**config.mk**
```make
export PLATFORM = sky130hd
export DESIGN_NAME = multi_alignment
export DESIGN_NICKNAME = d
export VERILOG_FILES = /design/src/rtl/align_pkg.sv /design/src/rtl/align_lane.sv /design/src/rtl/multi_alignment.sv
export SDC_FILE = /design/constraint.sdc
export NUM_CORES = 2
export LEC_CHECK = 0
export ABC_CLOCK_PERIOD_IN_PS = 7000
export BUFFER_PORTS_ARGS = -buffer_cell sky130_fd_sc_hd__buf_2
export CORE_UTILIZATION = 39
export DETAILED_ROUTE_END_ITERATION = 10
export PLACE_DENSITY = 0.61
export SLEW_MARGIN = 20
export SYNTH_ARGS = -nofsm -noshare
export SYNTH_HDL_FRONTEND = slang
export SYNTH_HIERARCHICAL = 1
export SYNTH_SLANG_ARGS = --single-unit
```
**constraint.sdc**
```tcl
create_clock -name clk -period 7 [get_ports clk]
set_clock_uncertainty 0.15 [all_clocks]
set_input_delay 1.05 -clock clk [delete_from_list [all_inputs] [get_ports clk]]
set_output_delay 1.05 -clock clk [all_outputs]
set_load 0.005 [all_outputs]
```
**src/rtl/align_pkg.sv**
```systemverilog
// Shared types and defaults for the multi-lane frame aligner.
package align_pkg;

  typedef enum logic [1:0] {
    SEARCH = 2'd0,
    ARMED  = 2'd1,
    STREAM = 2'd2
  } state_e;

  localparam int unsigned IDLE_WORD_DEF = 999;
  localparam logic [15:0] HEADER_DEF    = 16'hAAAA;
  localparam int unsigned ID_W          = 5;

endpackage

```
**src/rtl/align_lane.sv**
```systemverilog
// One aligner lane: delay line, header detect, header-age pointer and tag.
module align_lane
  import align_pkg::*;
#(
  parameter int          W      = 16,
  parameter int          DEPTH  = 64,
  parameter logic [W-1:0] HEADER = W'(HEADER_DEF)
) (
  input  logic         clk,
  input  logic         reset,
  input  logic         mask,
  input  logic         hunt,
  input  logic         armed,
  input  logic         clear,
  input  logic [W-1:0] din,
  output logic         hdr,
  output logic         tag,
  output logic [W-1:0] word
);

  localparam int PW = $clog2(DEPTH);

  logic [W-1:0]  dly_q [DEPTH];
  logic [W-1:0]  dly_d [DEPTH];
  logic [PW-1:0] ptr_q, ptr_d;
  logic          tag_q, tag_d;

  assign hdr  = hunt & ~mask & (din == HEADER);
  assign tag  = tag_q;
  assign word = dly_q[ptr_q];

  always_comb begin
    dly_d[0] = din;
    for (int i = 1; i < DEPTH; i++) dly_d[i] = dly_q[i-1];
  end

  // NOTE: the delay line has no reset; its contents are don't-care until din has shifted through.
  always_ff @(posedge clk) begin
    dly_q <= dly_d;
  end

  // The pointer is the age of this lane's latest header, so buf[ptr] holds it.
  // NOTE: defaults come first so every path assigns ptr_d/tag_d and no latch is inferred.
  always_comb begin
    ptr_d = ptr_q;
    tag_d = tag_q;
    if (clear) begin
      ptr_d = '0;
      tag_d = 1'b0;
    end else if (hdr) begin
      ptr_d = '0;
      tag_d = 1'b1;
    end else if (armed) begin
      ptr_d = ptr_q + 1'b1;
    end
  end

  // NOTE: non-blocking assignments so every flop samples pre-edge values together.
  always_ff @(posedge clk or negedge reset) begin
    if (!reset) begin
      ptr_q <= '0;
      tag_q <= 1'b0;
    end else begin
      ptr_q <= ptr_d;
      tag_q <= tag_d;
    end
  end

endmodule

```
**src/rtl/multi_alignment.sv**
```systemverilog
// N-lane frame aligner: lines up per-lane headers and re-emits the lanes together.
// Optional diagnostics (timeout flags, crate-ID check, err_clr) under MULTI_ALIGNMENT_DIAG_EN.
module multi_alignment
  import align_pkg::*;
#(
  parameter int           NCH       = 3,
  parameter int           W         = 16,
  parameter int           DEPTH     = 64,
  parameter logic [W-1:0] HEADER    = W'(HEADER_DEF),
  parameter int           FRAME_LEN = 20,
  parameter int           ID_IDX    = 18,
  parameter logic [W-1:0] IDLE_WORD = W'(IDLE_WORD_DEF)
) (
  input  logic                clk,
  input  logic                reset,
  input  logic [NCH-1:0]      ch_mask,
  input  logic [NCH*W-1:0]    din,
  input  logic [ID_W-1:0]     base_id,
  output logic [NCH*W-1:0]    dout,
  output logic                dout_valid,
  output logic                frame_start,
  output logic [NCH*ID_W-1:0] crate_id,
  output logic [NCH-1:0]      err_timeout,
  output logic [NCH-1:0]      err_id,
  input  logic                err_clr
);

  localparam int WC_W = $clog2(DEPTH);
  localparam int FC_W = $clog2(FRAME_LEN);

  state_e          state_q, state_d;
  logic [WC_W-1:0] wc_q, wc_d;
  logic [FC_W-1:0] fc_q, fc_d;
  logic [NCH*W-1:0] dout_q, dout_d;
  logic            valid_q, valid_d;
  logic            start_q, start_d;

  logic [NCH-1:0]  hdr, tag, tag_now;
  logic [W-1:0]    lane_word [NCH];
  logic            hunt, armed, clear, timeout, all_tagged;

  assign hunt  = (state_q != STREAM);
  assign armed = (state_q == ARMED);

  for (genvar c = 0; c < NCH; c++) begin : g_lane
    align_lane #(
      .W      (W),
      .DEPTH  (DEPTH),
      .HEADER (HEADER)
    ) u_lane (
      .clk   (clk),
      .reset (reset),
      .mask  (ch_mask[c]),
      .hunt  (hunt),
      .armed (armed),
      .clear (clear),
      .din   (din[c*W +: W]),
      .hdr   (hdr[c]),
      .tag   (tag[c]),
      .word  (lane_word[c])
    );
  end

  // Masked lanes and headers arriving on this edge both count as tagged.
  assign tag_now    = tag | ch_mask | hdr;
  assign all_tagged = &tag_now;

  always_comb begin
    state_d = state_q;
    wc_d    = wc_q;
    fc_d    = fc_q;
    clear   = 1'b0;
    timeout = 1'b0;
    unique case (state_q)
      SEARCH: begin
        wc_d = '0;
        fc_d = '0;
        if (|hdr) state_d = all_tagged ? STREAM : ARMED;
      end
      ARMED: begin
        wc_d = wc_q + 1'b1;
        if (all_tagged) begin
          state_d = STREAM;
          wc_d    = '0;
        end else if (wc_q == WC_W'(DEPTH-2)) begin
          state_d = SEARCH;
          wc_d    = '0;
          clear   = 1'b1;
          timeout = 1'b1;
        end
      end
      STREAM: begin
        fc_d = fc_q + 1'b1;
        if (fc_q == FC_W'(FRAME_LEN-1)) begin
          state_d = SEARCH;
          fc_d    = '0;
          clear   = 1'b1;
        end
      end
      default: begin
        state_d = SEARCH;
        clear   = 1'b1;
      end
    endcase
  end

  always_comb begin
    for (int c = 0; c < NCH; c++) begin
      dout_d[c*W +: W] = ch_mask[c]           ? '0 :
                         (state_q == STREAM)  ? lane_word[c] : IDLE_WORD;
    end
    valid_d = (state_q == STREAM);
    start_d = (state_q == STREAM) && (fc_q == '0);
  end

  always_ff @(posedge clk or negedge reset) begin
    if (!reset) begin
      state_q <= SEARCH;
      wc_q    <= '0;
      fc_q    <= '0;
      dout_q  <= {NCH{IDLE_WORD}};
      valid_q <= 1'b0;
      start_q <= 1'b0;
    end else begin
      state_q <= state_d;
      wc_q    <= wc_d;
      fc_q    <= fc_d;
      dout_q  <= dout_d;
      valid_q <= valid_d;
      start_q <= start_d;
    end
  end

  assign dout        = dout_q;
  assign dout_valid  = valid_q;
  assign frame_start = start_q;

`ifdef MULTI_ALIGNMENT_DIAG_EN
  logic [NCH*ID_W-1:0] crate_q, crate_d;
  logic [NCH-1:0]      tmo_q, tmo_d;
  logic [NCH-1:0]      eid_q, eid_d;

  // Clear is applied first so a same-cycle error still sets its flag.
  always_comb begin
    crate_d = crate_q;
    tmo_d   = err_clr ? '0 : tmo_q;
    eid_d   = err_clr ? '0 : eid_q;
    if (timeout) tmo_d = tmo_d | ~tag_now;
    if (state_q == STREAM && fc_q == FC_W'(ID_IDX)) begin
      for (int c = 0; c < NCH; c++) begin
        crate_d[c*ID_W +: ID_W] = ch_mask[c] ? '0 : lane_word[c][ID_W-1:0];
        if (!ch_mask[c] && (lane_word[c][ID_W-1:0] != (base_id + ID_W'(c))))
          eid_d[c] = 1'b1;
      end
    end else if (state_q == STREAM && fc_q == FC_W'(FRAME_LEN-1)) begin
      crate_d = '0;
    end
  end

  always_ff @(posedge clk or negedge reset) begin
    if (!reset) begin
      crate_q <= '0;
      tmo_q   <= '0;
      eid_q   <= '0;
    end else begin
      crate_q <= crate_d;
      tmo_q   <= tmo_d;
      eid_q   <= eid_d;
    end
  end

  assign crate_id    = crate_q;
  assign err_timeout = tmo_q;
  assign err_id      = eid_q;
`else
  localparam int unused_id_idx = ID_IDX;
  logic unused_diag;
  assign unused_diag = ^{err_clr, base_id, timeout};

  assign crate_id    = '0;
  assign err_timeout = '0;
  assign err_id      = '0;
`endif

endmodule

```
* Word level (Yosys, flattened, before mapping) *
Index checks and enable logic that the tools add are counted.

word-level totals
  flip-flop bits (word level) = 3156
  latch bits = 0
  RAM bits = 0
  ROM bits = 0
  input port bits = 59
  output and inout port bits = 71
  word-level logic and storage cells = 296
  memories = 0

cells by class
  add/subtract/negate cells = 5
  $mul = 0
  div/mod/pow operators = 0
  magnitude comparators = 3
  equal/unequal tests = 11
  shift-type cells = 0
  muxes and demuxes = 45
  bitwise gates (word level) = 14
  reductions and logical operators = 14

operators with widths
  cell                                                    count
  binary-select mux 16 bit (select 6 bit)                 3
  2-to-1 mux 16 bit                                       12
  2-to-1 mux 6 bit                                        11
  equality test 16 bit (second input constant)            3
  adder 6 x 1 -> 6 bit (second input constant)            4
  >= comparator 7 bit (second input constant)             3
  inverter 6 -> 7 bit                                     3
  one-hot mux 6 bit (2 select lines)                      1
  2-to-1 mux 2 bit                                        5
  one-hot mux 5 bit (2 select lines)                      1
  nonzero test 2 bit                                      5
  2-to-1 mux 1 bit                                        9
  nonzero test 3 bit                                      3
  AND 1 bit                                               6
  equality test 6 bit (second input constant)             1
  OR 3 bit                                                2
  one-hot mux 2 bit (3 select lines)                      1
  AND reduction 3 bit                                     2
  adder 5 x 1 -> 5 bit (second input constant)            1
  equality test 5 bit (second input constant)             1
  logical NOT 5 bit                                       1
  2-to-1 mux 5 bit                                        1
  inequality test 2 bit (second input constant)           2
  inequality test 3 x 1 -> 1 bit (second input constant)  1
  other kinds (8)                                         10

* Logic depth before layout (Yosys ltp) *
  word-level depth = 8
  depth in mapped cells = 14
  gate-level depth less buffers = 10

* Hierarchy *
The synthesis kept the hierarchy.

modules (own cells, without submodules)
  module           instances  cells an instance  area an instance (um2)  sequential area each (um2)
  align_lane       3          1642               28711.3                 20674.8
  multi_alignment  1          238                2611.3                  1606.5

* Least setup slack after synthesis *
Ideal clock, no wire load.

  kind = input to register
  start = input port din[32]
  end = register g_lane[0].u_lane.ptr_q[1]
  library setup time = 74 ps
  arrival = 3112 ps
  data required time = 6776 ps
  path slack = 3664 ps
  cell stages on the path = 10
  buffers on the path = 1
  path through = nor4b_1 > nand3b_1 > nor4_1 > nor3_1 > or3_4 > inv_1 > o21ai_0 > or2_2 > clkbuf_1 > nor2_1

between the ends
  cells in the longest elaborated chain, start to end = 7
  elaborated cells on any way between the ends = 8
  those cells by class = 1 x eq/ne; 3 x mux; 2 x bitwise; 2 x reduce/logical

RTL lines
  what                                                                            line                   text
  start, declared                                                                 multi_alignment.sv:17  input logic [NCH*W-1:0] din,
  equality test 16 bit (*)                                                        align_lane.sv:28       assign hdr = hunt & ~mask & (din == HEADER);
  AND 1 bit (*)                                                                   align_lane.sv:28
  named net hdr[2]                                                                multi_alignment.sv:38  logic [NCH-1:0] hdr, tag, tag_now;
  OR 3 bit (*)                                                                    multi_alignment.sv:65  assign tag_now = tag | ch_mask | hdr;
  AND reduction 3 bit (*)                                                         multi_alignment.sv:66  assign all_tagged = &tag_now;
  2-to-1 mux 1 bit (*)                                                            multi_alignment.sv:82  if (all_tagged) begin
  one-hot mux 1 bit (3 select lines) (*)                                          multi_alignment.sv:74  unique case (state_q)
  named net clear                                                                 multi_alignment.sv:40  logic hunt, armed, clear, timeout, all_tagged;
  nonzero test 3 bit (no source line) / 2-to-1 mux 6 bit (equally long branches)  --
  end signal, assigned                                                            align_lane.sv:64       ptr_q <= ptr_d;
  end, declared                                                                   align_lane.sv:25       logic [PW-1:0] ptr_q, ptr_d;

The timed path passes the listed nets; every way through them passes the cells marked *.
A chain may end at the register's enable or synchronous reset.

* Worst setup path in the final report *
  start = register state_q[1]
  end = register g_lane[2].u_lane.ptr_q[0]

between the ends
  elaborated cells on any way between the ends = 17
  those cells by class = 3 x eq/ne; 4 x mux; 7 x bitwise; 3 x reduce/logical

RTL lines
  what                                                                            line                    text
  start, declared                                                                 multi_alignment.sv:31   state_e state_q, state_d;
  start signal, assigned                                                          multi_alignment.sv:125  state_q <= state_d;
  equality test 2 bit (*)                                                         --
  named net valid_d                                                               multi_alignment.sv:35   logic valid_q, valid_d;
  one-hot mux 1 bit (3 select lines) (*)                                          multi_alignment.sv:74
  named net clear                                                                 multi_alignment.sv:40
  nonzero test 3 bit (no source line) / 2-to-1 mux 6 bit (equally long branches)  --
  end signal, assigned                                                            align_lane.sv:64
  end, declared                                                                   align_lane.sv:25

Marks and branches as above.

==> out/metrics.csv <==
metric,value,unit
minimum clock period,4.04,ns
Int Power,29.1,mW
fraction of the yosys area taken by sequential cells,0.717,
Max VDD drop,0.000203,V
switching power,7.20,mW
total congestion overflow,0,
deepest clock path buffer count,4,
Critical R2R Launch,state_q[1],
CTS Buf Count,321,
max-cap violations,0,
share of power burned in registers,0.525,
DRT antenna net count,0,
IO buf count,102,
crit path max fanout,19,
dpl cell area,91900,sq um
Worst Tran Pin Value,1.16,ns
Die ar.,229000,sq um
Post-DP HPWL,98.1,mm
sw frac,0.198,
WP data required,7.63,ns
Worst Setup SP,state_q[1],
hold depth,1,
layout cells sized above 1,0.266,
Hold Crit Start,din[43],
"Clk Latency, worst-skew pair",0.91,ns
chip width,479,um
gpl congestion,0.737,
post-synthesis cell type count,53,
global-route wire length before repair,269,mm
most common flop cell mapped by yosys,dfxtp_1,
CTS tree,yes,
DR iter-0 viols,2389,
Total GRT Usage,0.149,
Synth Register Bits,3156,
Tcrit/Tclk final,0.577,
drt via density,4.95,
Critical Path Source Type,register,
post-route DRC violation count,0,
DP Worst Slack,2.04,ns
# rows,174,
"CTS clk-pin slew, worst paths",0.06,ns
final cell area excluding filler cells,102000,sq um
RSZ-0062 raised after global routing,no,
CP Capture Type,register,
I/O pin total,130,
Yosys Warn Count,6,
CP peak stage delay,0.59,ns
post-synthesis async set-or-reset flop share,0.0266,
"Slew Viols, Final",0,
htree depth,5,
Via Count,42500,
f_max,0.248,GHz
Worst path slowest cell,dfrtp_1,
largest net degree at the start of global routing,115,
vias in the first global route,46300,
Logic pwr share,0.013,
number of synthesized flops with an enable pin,0,
synthesis-to-finish area growth,15.4,%
Crit Path Class,register to register,
worst rel slew slack,0.222,
WL/cell,19.7,um
core box area,226000,sq um
"Hold Vio Cnt, Final",0,
"Cell Area, Synth",88700,sq um
initial antenna violation count,12,
Filler Cells Inserted,19500,
first-pass detailed-route iteration total,6,
CP most frequent cell,buf_4,
final worst setup slack,2.96,ns
PD cells,355,nW/um^2
Die H,479,um
Synth Area per Inst,17.2,sq um
final setup vio count,0,
setup TNS,0,ns
crit path cell chain,and2b_1 > inv_2 > buf_4 > nand3b_1 > nor4_2 > buf_4 > nor3_1 > or3_4 > inv_1 > o21ai_0 > or2_2 > nor2_1,
starting density of the core,0.393,
clk sinks,3156,
reg2reg path depth,12,
post-synthesis cell count,5164,
Pleak,38.4,nW
clock network fraction of design power,0.462,
root buf cell,clkbuf_16,
HP Class,input pin to register,
Routed Wire Length,170,mm
number of setup buffers added after CTS,0,
outcome,finished clean,
final-stage net count,5430,
WP data arrival,4.67,ns
[path summary, 6_finish.rpt]
| check | endpoint | slack [ns] |
|---|---|---|
| worst max-delay path | g_lane[2].u_lane/ptr_q[0] | 2.96 |
| worst min-delay path | g_lane[2].u_lane/dly_d[1003] | 0.08 |
| worst max register to register | g_lane[2].u_lane/ptr_q[0] | 2.96 |
| worst min register to register | g_lane[2].u_lane/dly_d[304] | 0.12 |
| max in group asynchronous | g_lane[1].u_lane/ptr_q[2] | 4.80 |
| min in group asynchronous | dout[11] | 0.56 |
[what timing repair did]
| item | CTS | global route |
|---|---|---|
| hold endpoints to repair | 6 | 0 |
| resized for setup | 0 | 0 |
| endpoints found under the setup margin | 0 | 0 |
| hold buffers | 2 | 0 |
[placed cells by master, fill, tap and decap left out, types with 15 or more instances in the layout]
master     instances
buf_4             43
o31ai_1           15
nor3_1            18
clkinv_2          47
nand3b_1          18
dfstp_2           24
o21ai_1           18
or4_1             18
clkbuf_1          67
o21ai_0           20
clkbuf_8          69
dfxtp_1         3072
mux2_2            15
nand2b_1          16
nand2_1           42
nor4_1            40
o22ai_1          258
a22o_1            27
nor2_1           141
dfrtp_1           50
a211oi_1          24
nor2b_1           27
clkbuf_16        328
mux2i_1           42
o221ai_1          39
bufinv_16         21
mux4_2           768
conb_1            21
and2_1            24
buf_2            101
[metal layers]
metal	vias up	share of wire	track usage
met3	341	0.043	0.0301
met1	21900	0.48	0.208
li1	19500	-	-
met2	750	0.45	0.228
met4	0	0.031	0.0550
met5	-	0	0
[Yosys cell counts (all sizes together), types with 8 or more instances]
library cell / count / share of area
nor3: 18 / 0.0010
mux2: 15 / 0.0019
nor4: 43 / 0.0030
xnor2: 8 / 0.00079
a22o: 27 / 0.0027
inv: 8 / 0.00034
mux4: 768 / 0.19
or3b: 9 / 0.00089
a21oi: 13 / 0.00073
o221ai: 39 / 0.0038
nand2b: 16 / 0.0011
o22ai: 258 / 0.018
o21ai: 38 / 0.0021
and2: 24 / 0.0017
xor2: 10 / 0.00099
dfstp: 24 / 0.0071
o21bai: 12 / 0.0010
or4: 18 / 0.0015
dfrtp: 60 / 0.017
mux2i: 42 / 0.0047
buf: 220 / 0.017
nand3b: 18 / 0.0015
clkbuf: 83 / 0.0035
nor2: 143 / 0.0060
dfxtp: 3072 / 0.69
or2: 13 / 0.00092
nand2: 42 / 0.0018
a211oi: 24 / 0.0020
nor2b: 28 / 0.0020
o31ai: 15 / 0.0013
nand3: 9 / 0.00051
[layout make-up]
cell class                 instances  area [sq um]  area share
sequential                      3156         63700       0.622
timing repair buffer             160          1120      0.0109
antenna                            4          10.0   0.0000978
clock inverter                    90          1060      0.0103
tap                             2992          3740      0.0366
multi-input combinational       1717         23400       0.228
clock buffer                     464          9410      0.0919
inverter                           8          30.0    0.000293
[cells by family (layout without fill, tap and decap cells)]
family / Yosys count / after routing / synth area share
xor+xnor: 18 / 18 / 0.00178
buf+inv: 311 / 722 / 0.0210
compound gates: 434 / 434 / 0.0326
simple gates: 412 / 412 / 0.0250
fa+ha+maj: 7 / 7 / 0.000987
flops: 3156 / 3156 / 0.717
other cells: 1 / 25 / 0.0000423
mux: 825 / 825 / 0.202
[state kept, by name, indices dropped and copies added, names as in the netlist, 2 cells and up]
register,cells
dout,48
g_lane.u_lane/tag,3
g_lane.u_lane/dly_q,48
wc_q,6
g_lane.u_lane/ptr_q,18
g_lane.u_lane/dly_d,3024
fc_q,5
state_q,2
[power by group through the flow]
stage	sequential [mW]	combinational (mW)	clock [mW]
floorplan	19.3	0.390	0
global placement	19.4	0.485	0
detailed placement	19.5	0.487	0
CTS	19.1	0.491	17.2
global route	19.2	0.519	18.0
finish	19.1	0.481	16.8
[stage by stage]
stage / total power, mW / hold WS (ns) / util / std cells
6_report: 36.3 / 0.0835 / 0.454 / 8591
5_1_grt: 37.7 / 0.0166 / 0.454 / 8590
4_1_cts: 36.8 / 0.00129 / 0.454 / 8586
3_5_place_dp: 19.9 / 0.181 / 0.407 / 8030
3_3_place_gp: 19.9 / 0.177 / 0.407 / 8030
2_1_floorplan: 19.7 / 0.176 / - / 5184
[worst max-delay path: cells and delay by family (launching register included)]
| kind | cells | cell delay [ns] |
|---|---|---|
| buffers and inverters | 4 | 0.92 |
| DFF | 1 | 0.59 |
| and+or+nand+nor | 7 | 1.88 |
| AOI/OAI and AO/OA | 1 | 0.33 |
Note: power is estimated with default switching activity, not from simulation.
